<file path="src/rtl/lsu_dccm_arb_pkg.sv">
// Shared types for the DCCM single-port arbiter: read-response owner tags,
// the selected write request, and the DMA age counter width.
package lsu_dccm_arb_pkg;

  localparam int DCCM_ARB_AGE_W  = 3;
  localparam int DCCM_ARB_ADDR_W = 16;
  localparam int DCCM_ARB_DATA_W = 39;

  // Owner of the read issued last cycle; selects which response port is valid.
  typedef enum logic [1:0] {
    OWN_NONE = 2'd0,
    OWN_LSU  = 2'd1,
    OWN_DMA  = 2'd2
  } dccm_owner_e;

  // One memory write request as selected by the arbiter.
  typedef struct packed {
    logic [DCCM_ARB_ADDR_W-1:0] addr;
    logic [DCCM_ARB_DATA_W-1:0] data;
    logic                       write;
  } dccm_req_t;

endpackage

</file>
<file path="src/rtl/lsu_dccm_arb_age.sv">
// DMA anti-starvation counter: counts cycles in which DMA waits ungranted,
// saturates, and raises dma_force once it reaches the age limit.
// Only instantiated when LSU_DCCM_ARB_AGING_EN is defined.
module lsu_dccm_arb_age
  import lsu_dccm_arb_pkg::*;
#(
  parameter int AGE_MAX = 7
) (
  input  logic clk,
  input  logic rst,
  input  logic dma_req,
  input  logic dma_gnt,
  output logic dma_force
);

  localparam logic [DCCM_ARB_AGE_W-1:0] AGE_LIMIT = DCCM_ARB_AGE_W'(AGE_MAX);

  logic [DCCM_ARB_AGE_W-1:0] dma_age_q;

  // Age counter: clear on grant, count up (saturating) while DMA waits.
  always_ff @(posedge clk) begin
    if (rst || dma_gnt) begin
      dma_age_q <= '0;
    end else if (dma_req && (dma_age_q != AGE_LIMIT)) begin
      dma_age_q <= dma_age_q + 1'b1;
    end
  end

  assign dma_force = (dma_age_q == AGE_LIMIT);

endmodule

</file>
<file path="src/rtl/lsu_dccm_arb.sv">
// Single-port DCCM arbiter between LSU loads, store-buffer drains and DMA.
// Grants at most one access per cycle, drives the memory port, and tags the
// one-cycle read return to its owner.
// Optional feature macro: LSU_DCCM_ARB_AGING_EN (DMA aging / forced priority).
module lsu_dccm_arb
  import lsu_dccm_arb_pkg::*;
#(
  parameter int DCCM_BITS   = 16,
  parameter int FDATA_WIDTH = 39,
  parameter int AGE_MAX     = 7
) (
  input  logic                   clk,
  input  logic                   rst,
  input  logic                   lsu_freeze_dc3,
  input  logic                   lsu_rd_req,
  input  logic [DCCM_BITS-1:0]   lsu_rd_addr_lo,
  input  logic [DCCM_BITS-1:0]   lsu_rd_addr_hi,
  output logic                   lsu_rd_gnt,
  input  logic                   sb_wr_req,
  input  logic                   sb_full,
  input  logic [DCCM_BITS-1:0]   sb_wr_addr,
  input  logic [FDATA_WIDTH-1:0] sb_wr_data,
  output logic                   sb_wr_gnt,
  input  logic                   dma_req,
  input  logic                   dma_write,
  input  logic [DCCM_BITS-1:0]   dma_addr,
  input  logic [FDATA_WIDTH-1:0] dma_wr_data,
  output logic                   dma_gnt,
  output logic                   dccm_wren,
  output logic                   dccm_rden,
  output logic [DCCM_BITS-1:0]   dccm_wr_addr,
  output logic [DCCM_BITS-1:0]   dccm_rd_addr_lo,
  output logic [DCCM_BITS-1:0]   dccm_rd_addr_hi,
  output logic [FDATA_WIDTH-1:0] dccm_wr_data,
  input  logic [FDATA_WIDTH-1:0] dccm_rd_data_lo,
  input  logic [FDATA_WIDTH-1:0] dccm_rd_data_hi,
  output logic                   lsu_rsp_valid,
  output logic [FDATA_WIDTH-1:0] lsu_rsp_data_lo,
  output logic [FDATA_WIDTH-1:0] lsu_rsp_data_hi,
  output logic                   dma_rsp_valid,
  output logic [FDATA_WIDTH-1:0] dma_rsp_data
);

  logic        dma_force;
  dccm_req_t   wr_req;
  dccm_owner_e rsp_owner_d;
  dccm_owner_e rsp_owner_q;

  // The counter is 3 bits wide; a larger AGE_MAX could never be reached and
  // would shows up as this named block in the elaborated hierarchy.
  if (AGE_MAX >= (1 << DCCM_ARB_AGE_W)) begin : g_age_max_out_of_range
  end

`ifdef LSU_DCCM_ARB_AGING_EN
  lsu_dccm_arb_age #(
    .AGE_MAX (AGE_MAX)
  ) u_age (
    .clk       (clk),
    .rst       (rst),
    .dma_req   (dma_req),
    .dma_gnt   (dma_gnt),
    .dma_force (dma_force)
  );
`else
  assign dma_force = 1'b0;
`endif

  // Grant selection: one-hot or zero, nothing while frozen or in reset.
  // A starving DMA (aged) wins outright; otherwise LSU first, and DMA jumps
  // ahead of SB unless the store buffer is full.
  always_comb begin
    lsu_rd_gnt = 1'b0;
    sb_wr_gnt  = 1'b0;
    dma_gnt    = 1'b0;
    if (!rst && !lsu_freeze_dc3) begin
      if (dma_force && dma_req) begin
        dma_gnt = 1'b1;
      end else if (lsu_rd_req) begin
        lsu_rd_gnt = 1'b1;
      end else if (dma_req && !sb_full) begin
        dma_gnt = 1'b1;
      end else if (sb_wr_req) begin
        sb_wr_gnt = 1'b1;
      end else if (dma_req) begin
        dma_gnt = 1'b1;
      end
    end
  end

  // Memory port drive for the granted access; idle fields are zero.
  always_comb begin
    dccm_rden       = 1'b0;
    dccm_rd_addr_lo = '0;
    dccm_rd_addr_hi = '0;
    wr_req          = '0;
    if (lsu_rd_gnt) begin
      dccm_rden       = 1'b1;
      dccm_rd_addr_lo = lsu_rd_addr_lo;
      dccm_rd_addr_hi = lsu_rd_addr_hi;
    end
    if (dma_gnt && !dma_write) begin
      dccm_rden       = 1'b1;
      dccm_rd_addr_lo = dma_addr;
      dccm_rd_addr_hi = dma_addr;
    end
    if (sb_wr_gnt) begin
      wr_req.addr  = DCCM_ARB_ADDR_W'(sb_wr_addr);
      wr_req.data  = DCCM_ARB_DATA_W'(sb_wr_data);
      wr_req.write = 1'b1;
    end
    if (dma_gnt && dma_write) begin
      wr_req.addr  = DCCM_ARB_ADDR_W'(dma_addr);
      wr_req.data  = DCCM_ARB_DATA_W'(dma_wr_data);
      wr_req.write = 1'b1;
    end
  end

  assign dccm_wren    = wr_req.write;
  assign dccm_wr_addr = DCCM_BITS'(wr_req.addr);
  assign dccm_wr_data = FDATA_WIDTH'(wr_req.data);

  // Owner of this cycle's read grant; writes never produce a response.
  always_comb begin
    rsp_owner_d = OWN_NONE;
    if (lsu_rd_gnt) begin
      rsp_owner_d = OWN_LSU;
    end else if (dma_gnt && !dma_write) begin
      rsp_owner_d = OWN_DMA;
    end
  end

  // Response owner register: one-cycle read latency, cleared by reset.
  always_ff @(posedge clk) begin
    if (rst) begin
      rsp_owner_q <= OWN_NONE;
    end else begin
      rsp_owner_q <= rsp_owner_d;
    end
  end

  assign lsu_rsp_valid   = (rsp_owner_q == OWN_LSU);
  assign dma_rsp_valid   = (rsp_owner_q == OWN_DMA);
  assign lsu_rsp_data_lo = lsu_rsp_valid ? dccm_rd_data_lo : '0;
  assign lsu_rsp_data_hi = lsu_rsp_valid ? dccm_rd_data_hi : '0;
  assign dma_rsp_data    = dma_rsp_valid ? dccm_rd_data_lo : '0;

endmodule

</file>
<file path="config.mk">
export PLATFORM = sky130hd
export DESIGN_NAME = lsu_dccm_arb
export DESIGN_NICKNAME = d
export VERILOG_FILES = /design/src/rtl/lsu_dccm_arb_pkg.sv /design/src/rtl/lsu_dccm_arb_age.sv /design/src/rtl/lsu_dccm_arb.sv
export SDC_FILE = /design/constraint.sdc
export NUM_CORES = 1
export LEC_CHECK = 0
export ABC_AREA = 1
export BUFFER_PORTS_ARGS = -buffer_cell sky130_fd_sc_hd__buf_2
export CAP_MARGIN = 10
export CELL_PAD_IN_SITES_DETAIL_PLACEMENT = 1
export CELL_PAD_IN_SITES_GLOBAL_PLACEMENT = 1
export CORE_AREA = 8 8 165 167
export CTS_CLUSTER_SIZE = 20
export DETAILED_ROUTE_END_ITERATION = 12
export DIE_AREA = 0 0 173 175
export PLACE_DENSITY_LB_ADDON = 0.2
export SLEW_MARGIN = 30
export SYNTH_ARGS = -nofsm -noshare
export SYNTH_HDL_FRONTEND = slang
export SYNTH_SLANG_ARGS = --single-unit
</file>
<file path="constraint.sdc">
create_clock -name clk -period 1.3 [get_ports clk]
set_input_delay 0.195 -clock clk [delete_from_list [all_inputs] [get_ports clk]]
set_output_delay 0.195 -clock clk [all_outputs]
set_load 0.02 [all_outputs]
</file>
# Word level (Yosys, flattened, before mapping)
# Cells that the tools add are included.
op_classes:
  n_mux: 24
  eq_ne: 2
  reduce_logical: 9
ops:
  columns: ["operator", "count"]
  rows:
  - ["2-to-1 mux 39 bit", 3]
  - ["2-to-1 mux 56 bit", 2]
  - ["2-to-1 mux 16 bit", 4]
  - ["2-to-1 mux 1 bit", 14]
  - ["logical AND 1 bit", 4]
  - ["logical NOT 1 bit", 4]
  - ["== test 2 x 1 -> 1 bit (second input constant)", 1]
  - ["== test 2 bit (second input constant)", 1]
  - ["2-to-1 mux 2 bit", 1]
  - ["OR reduction 2 bit", 1]
totals:
  ff_bits: 2

# Depth between registers and ports, before layout
# Gate-level depths: netlist (run 1).
depth:
  word_depth: 8
  mapped_depth: 7
  depth_no_buf: 5

# Least setup slack after synthesis (run 1)
# No wires, ideal clock.
synth_path:
  kind: "register to output"
  from: "register rsp_owner_q[1]"
  to: "output dma_rsp_data[28]"
  path_stages_with_launch: 7
  arrival_ns: 1.386
  path_slack_ns: -0.281
  path_buffers: 2
  required_time_ns: 1.105
  path_cell_list: "dfxtp_1 -> inv_1 -> nor2_1 -> inv_1 -> buf_2 -> buf_2 -> nor2_1"
synth_between:
  elab_chain_len: 2
synth_rtl:
  columns: ["element", "line", "rtl"]
  rows:
  - ["start, declared", "lsu_dccm_arb.sv:47", "dccm_owner_e rsp_owner_q;"]
  - ["start signal, assigned", "lsu_dccm_arb.sv:137", "rsp_owner_q <= rsp_owner_d;"]
  - ["== test 2 bit", "lsu_dccm_arb.sv:142", "assign dma_rsp_valid = (rsp_owner_q == OWN_DMA);"]
  - ["net dma_rsp_valid", "lsu_dccm_arb.sv:40", "output logic dma_rsp_valid,"]
  - ["2-to-1 mux 39 bit", "lsu_dccm_arb.sv:145", "assign dma_rsp_data = dma_rsp_valid ? dccm_rd_data_lo : '0;"]
  - ["end, declared", "lsu_dccm_arb.sv:41", "output logic [FDATA_WIDTH-1:0] dma_rsp_data"]
# The timed path passes the listed nets, and every way through them passes these cells.

# Final worst setup path (run 1)
layout_path:
  from: "register rsp_owner_q[1]"
  to: "output dma_rsp_data[3]"
layout_between:
  elab_chain_len: 2
layout_rtl:
  columns: ["element", "line"]
  rows:
  - ["== test 2 bit", "lsu_dccm_arb.sv:142"]
  - ["2-to-1 mux 39 bit", "lsu_dccm_arb.sv:145"]
# No other way between the ends.

==> run_results.csv, run 1 <==
group,metric,value,unit
run_status,status,"complete, but fails checks",
run_status,violations,"negative setup slack",
synthesis,synth_fa_ha_area_share,0,%
final_layout,regMostFlops,"rsp_owner_q",
placed_design,gp_congestion,0.793,
final_layout,multiInputGateArea,0.00278,mm^2
route,num_vias,5557,
critical_path,crit_required,1.11,ns
sta,max_clock_freq,625,MHz
route,dr.pass1.iters,4,
route,viasPerCell,4.11,
final_layout,layout.nets,1253,
synthesis,syn_inst,514,
sta,holdWs,0.314,ns
synthesis,ys_warn_count,0,
placed_design,dp_hpwl,21100,um
clock_tree,clock_sinks,2,
synthesis,synth-seq-cells,2,
synthesis,yosys.area.top_type,"nand2_1",
final_layout,drive_above_1_share,73.0,%
critical_path,cp_data_arrival_time,1.40,ns
floorplanning,die_area,0.0303,mm^2
clock_tree,htreeDepth,1,
global_route,grt_usage,17.3,%
clock_tree,cts_inserted_buffers,3,
synthesis,yosys.area_share.simple,70.5,%
global_route,grt_first_pass_wirelength,41000,um
synthesis,yosysTopAreaCellShare,19.6,%
sta,worst_slack,-0.300,ns
synthesis,synth_area,0.00234,mm^2
final_layout,num_antenna_cells,0,
sta,slew_headroom,83.5,%
final_layout,layout_commonest_cell,"buf_6",
final_layout,mostFrequentLayoutCells,"buf_6 (231), buf_2 (222), nor2_4 (102)",
sta,setup_viol,211,
route,drc,0,
critical_path,crit_type,"reg -> out",
final_layout,largest_registers,"rsp_owner_q (2)",
global_route,grt_pass1_vias,6218,
route,routedWlPerCell,21.4,um
synthesis,synth-compound-area-share,1.55,%
power,cellPowerDensity,302,mW/mm^2
placed_design,place_area,0.00548,mm^2
final_layout,ff_latch_area,42.5,um^2
route,ant_nets,0,
synthesis,synth.area.mux_share,0,%
sta,hold_violations,0,
synthesis,ys_types,17,
clock_tree,clk_pin_slew,0.03,ns
final_layout,final_area,0.00891,mm^2
route,routed_wl,28900,um
synthesis,synth_area_leaders,"nand2_1 (20%), nor2_1 (19%), nand4_1 (19%)",
route,first_iter_violations,160,
sta,fin_crit_sh,123,%
sta,worst_pin_slew,0.247,ns
global_route,antenna_found_initial,2,
critical_path,critPathMaxFanout,6,
synthesis,synth_top_family_by_area,"simple AND/OR/NAND/NOR gates",
floorplanning,dieHeight,175,um
power,irDropWorstVdd,0.277,mV
floorplanning,die_w,173,um
clock_tree,cts.path.max_buffers,2,
critical_path,cp-end-kind,"output pin",
min_path,hp-class,"in -> reg",
run,cap_violations,0,
clock_tree,cts_tree,"done",
power,p_leak,4.64,nW
floorplanning,coreArea,0.0247,mm^2
global_route,grt_max_degree,24,
final_layout,largest_register_ffs,2,
final_layout,fill_cells,3004,
floorplanning,io-pin-count,439,
final_layout,syn2layout_area_growth,282,%
critical_path,crit_path_start_kind,"register",
synthesis,synth-xor-area-share,0,%
sta,rsz0062_at_grt,"true",
synthesis,seq_area_frac_synth,1.71,%
synthesis,synth_nets,742,
sta,min_period,1.60,ns
sta,slew_viol_final,0,
clock_tree,ctsHoldBuffers,0,
floorplanning,start_util,9.47,%
global_route,grt-ovfl-total,0,
synthesis,avgSynthCellArea,4.54,um^2
floorplanning,row_count,58,
clock_tree,cts_root_buffer,"clkbuf_16",
placed_design,io_buffer_count,438,
final timing paths:
kind                                   from                   endpoint  depth (start not counted)
hold / removal                   lsu_rd_req  rsp_owner_q[0]$_SDFF_PP0_                          3
setup / recovery  rsp_owner_q[1]$_SDFF_PP0_            dma_rsp_data[3]                          8
report_power, final:
group	total [mW]	internal, mW	switching (mW)
registers	0.0657	0.0640	0.00174
logic	2.17	1.06	1.12
clock network	0.454	0.391	0.0631
cells by family (layout without fill, tap and decap cells):
family,count (synthesis),in the layout
buffers and inverters,137,646
AO/OA/AOI/OAI,4,4
AND/OR/NAND/NOR,371,371
flip-flops,2,2
synth_stat cells (all sizes together):
cell type / number
clkbuf: 11
inv: 87
clkinv: 1
o21bai: 1
nand2: 123
buf: 38
o21ai: 1
dfxtp: 2
o21a: 1
nor2: 122
nand4: 71
a21oi: 1
nand3: 55
critical path, cell delays in order, from the launching register on:
cell     delay [ns]
dfxtp_2        0.31
inv_2          0.05
buf_6          0.11
nor2_4         0.11
inv_4          0.09
buf_12         0.13
buf_16         0.14
nor2_2         0.12
buf_6          0.14
through the flow:
step | power (mW) | setup TNS, ns | setup WS, ns | utilization, % | std cells
5_1_grt | 2.84 | -47.32 | -0.340 | 36.1 | 1353
3_3_place_gp | 1.46 | -27.48 | -0.522 | 22.2 | 1301
2_1_floorplan | 0.644 | -0.265 | -0.0295 | - | 514
6_report | 2.69 | -36.86 | -0.300 | 36.1 | 1353
3_5_place_dp | 1.47 | -26.44 | -0.519 | 22.2 | 1301
4_1_cts | 2.54 | -34.05 | -0.264 | 33.7 | 1342
routing by layer:
metal  vias to the layer above  wire length (um)  global-route usage, %
met2                       281             15700                   33.2
met4                         4               469                   3.13
met5                         -                27                      0
met1                      2603             10300                   17.9
li1                       2647                 -                      -
met3                        22              2440                   6.22
layout make-up:
| cell class | instances | share of cell area [%] |
|---|---|---|
| Inverter | 88 | 3.87 |
| Multi-Input combinational cell | 375 | 31.2 |
| Clock buffer | 3 | 0.842 |
| Tap cell | 330 | 4.63 |
| Sequential cell | 2 | 0.477 |
| Timing Repair Buffer | 555 | 59.0 |
timing repair:
| action | in CTS | in global routing |
|---|---|---|
| gates cloned | 15 | 6 |
| resized for setup | 641 | 150 |
| setup endpoints to repair | 210 | 210 |
| pin swaps | 18 | 58 |
| buffers inserted | 23 | 18 |
Note: power is estimated with default switching activity, not from simulation.
==> inputs of run 2 (changes only) <==
--- a/config.mk
+++ b/config.mk
@@ -11,6 +11,7 @@
 export CELL_PAD_IN_SITES_DETAIL_PLACEMENT = 1
 export CELL_PAD_IN_SITES_GLOBAL_PLACEMENT = 1
 export CORE_AREA = 8 8 165 167
+export CTS_BUF_LIST = sky130_fd_sc_hd__clkbuf_4
 export CTS_CLUSTER_SIZE = 20
 export DETAILED_ROUTE_END_ITERATION = 12
 export DIE_AREA = 0 0 173 175
==> run 2 against run 1 <==
Compared with the run above: the run still ends with negative setup slack left; count of clock-buffer cells in the layout stayed put; sequential share of layout area is 0.064 points higher; non-clock buffer count is 10 lower; critical path depth is 1 lower.
==> run_results.csv, run 2 (synthesis gave the netlist of run 1 again) <==
group,metric,value,unit
critical_path,crit_required,1.11,ns
sta,worst_slack,-0.245,ns
global_route,grt_first_pass_wirelength,37500,um
route,routed_wl,27300,um
route,viasPerCell,4.06,
clock_tree,cts.path.max_buffers,2,
final_layout,layout.nets,1243,
final_layout,largest_registers,"rsp_owner_q (2)",
sta,slew_viol_final,0,
run_status,violations,"negative setup slack",
power,irDropWorstVdd,0.0912,mV
power,pwr-share-comb,90.9,%
floorplanning,coreArea,0.0247,mm^2
route,first_iter_violations,118,
sta,fin_crit_sh,119,%
final_layout,largest_register_ffs,2,
placed_design,gp_congestion,0.793,
clock_tree,cts_tree,"done",
power,p_clk_share,6.3,%
placed_design,dp_hpwl,21100,um
floorplanning,die_area,0.0303,mm^2
route,dr.pass1.iters,4,
sta,min_period,1.55,ns
floorplanning,row_count,58,
power,p_leak,4.50,nW
clock_tree,ctsHoldBuffers,0,
clock_tree,clock_sinks,2,
power,switching_share,48.1,%
final_layout,mostFrequentLayoutCells,"buf_2 (226), buf_6 (194), nand2_1 (101)",
global_route,grt_usage,15.9,%
placed_design,io_buffer_count,438,
run_status,status,"complete, but fails checks",
min_path,hp-class,"in -> reg",
sta,hold_violations,0,
floorplanning,start_util,9.47,%
final_layout,drive_above_1_share,69.6,%
clock_tree,cts_root_buffer,"clkbuf_4",
global_route,antenna_found_initial,3,
critical_path,cp_data_arrival_time,1.35,ns
power,pwr-share-seq,2.9,%
clock_tree,htreeDepth,1,
final_layout,final_cells,1344,
power,p_int,1.15,mW
global_route,grt_pass1_vias,5849,
route,ant_nets,0,
route,num_vias,5461,
placed_design,dp.cells,1301,
critical_path,crit_type,"reg -> out",
global_route,grt-ovfl-total,0,
sta,fin_tns_setup,-27.90,ns
sta,setup_viol,203,
clock_tree,clk_pin_slew,0.03,ns
critical_path,critPathMaxFanout,12,
floorplanning,die_w,173,um
run,cap_violations,0,
sta,worst_pin_slew,0.218,ns
route,routedWlPerCell,20.3,um
power,cellPowerDensity,267,mW/mm^2
floorplanning,dieHeight,175,um
final_layout,layout_commonest_cell,"buf_2",
sta,slew_headroom,85.4,%
final_layout,syn2layout_area_growth,256,%
sta,max_clock_freq,647,MHz
route,drc,0,
final_layout,regMostFlops,"rsp_owner_q",
critical_path,crit_path_start_kind,"register",
sta,rsz0062_at_grt,"true",
floorplanning,io-pin-count,439,
global_route,grt_max_degree,24,
critical_path,cp-end-kind,"output pin",
power,p_switching,1.07,mW
clock_tree,cts_inserted_buffers,3,
[run 2: cell types whose count changed in the layout (fill, tap and decap cells not counted), moves of 4 or more]
cell	delta
nor2_4	-28
nand3_2	-5
nand2_2	-16
nand3_1	+6
buf_4	+29
buf_2	+4
buf_12	-9
buf_6	-37
nand2_1	+19
nor2_1	+5
nor2_2	+23
[run 2: metal layers]
| metal | track usage [%] | routed length, um |
|---|---|---|
| met1 | 16.8 | 9880 |
| met2 | 30.0 | 14700 |
| met3 | 6.00 | 2370 |
| met4 | 2.87 | 303 |
| met5 | 0 | 28 |
[run 2: final timing paths]
path / cells after the start / slack (ns) / to / from
setup / recovery: 7 / -0.25 / dma_rsp_data[6] / rsp_owner_q[1]$_SDFF_PP0_
hold / removal: 3 / 0.31 / rsp_owner_q[0]$_SDFF_PP0_ / lsu_rd_req
[run 2: power groups by stage]
stage	Clock, mW	Combinational [mW]	Sequential [mW]
floorplan	0	0.579	0.0655
CTS	0.151	1.72	0.0656
finish	0.139	2.02	0.0642
detailed placement	0	1.40	0.0653
global route	0.154	2.15	0.0645
global placement	0	1.40	0.0652
[run 2: metrics by stage]
stage	hold WS, ns	utilization, %	power (mW)	cell area (um^2)	worst slack, ns
2_1_floorplan	0.345	-	0.644	2420	-0.0295
3_3_place_gp	0.550	22.2	1.46	5480	-0.522
3_5_place_dp	0.553	22.2	1.47	5480	-0.519
4_1_cts	0.302	28.9	1.94	7120	-0.264
5_1_grt	0.319	33.7	2.37	8330	-0.307
6_report	0.308	33.7	2.22	8330	-0.245
[run 2: repair_timing]
action	4_1_cts	5_1_grt
pin swaps	17	44
endpoints found under the setup margin	210	208
gates resized for setup	418	256
buffers inserted	13	15
cloned	7	11
endpoints found under the hold margin	0	0
[run 2: critical path, stage by stage (launching register included)]
cell     delay [ns]
dfxtp_2        0.31
inv_2          0.04
buf_6          0.11
nor2_4         0.14
inv_6          0.09
buf_16         0.18
nor2_4         0.11
buf_6          0.13
[run 2: layout make-up]
cell class | instances | area (um^2)
fill | 3061 | 16300
sequential | 2 | 45.0
antenna | 1 | 2.50
multi-input combinational | 375 | 2520
timing repair buffer | 545 | 4980
inverter | 88 | 345
tap | 330 | 413
clock buffer | 3 | 22.5
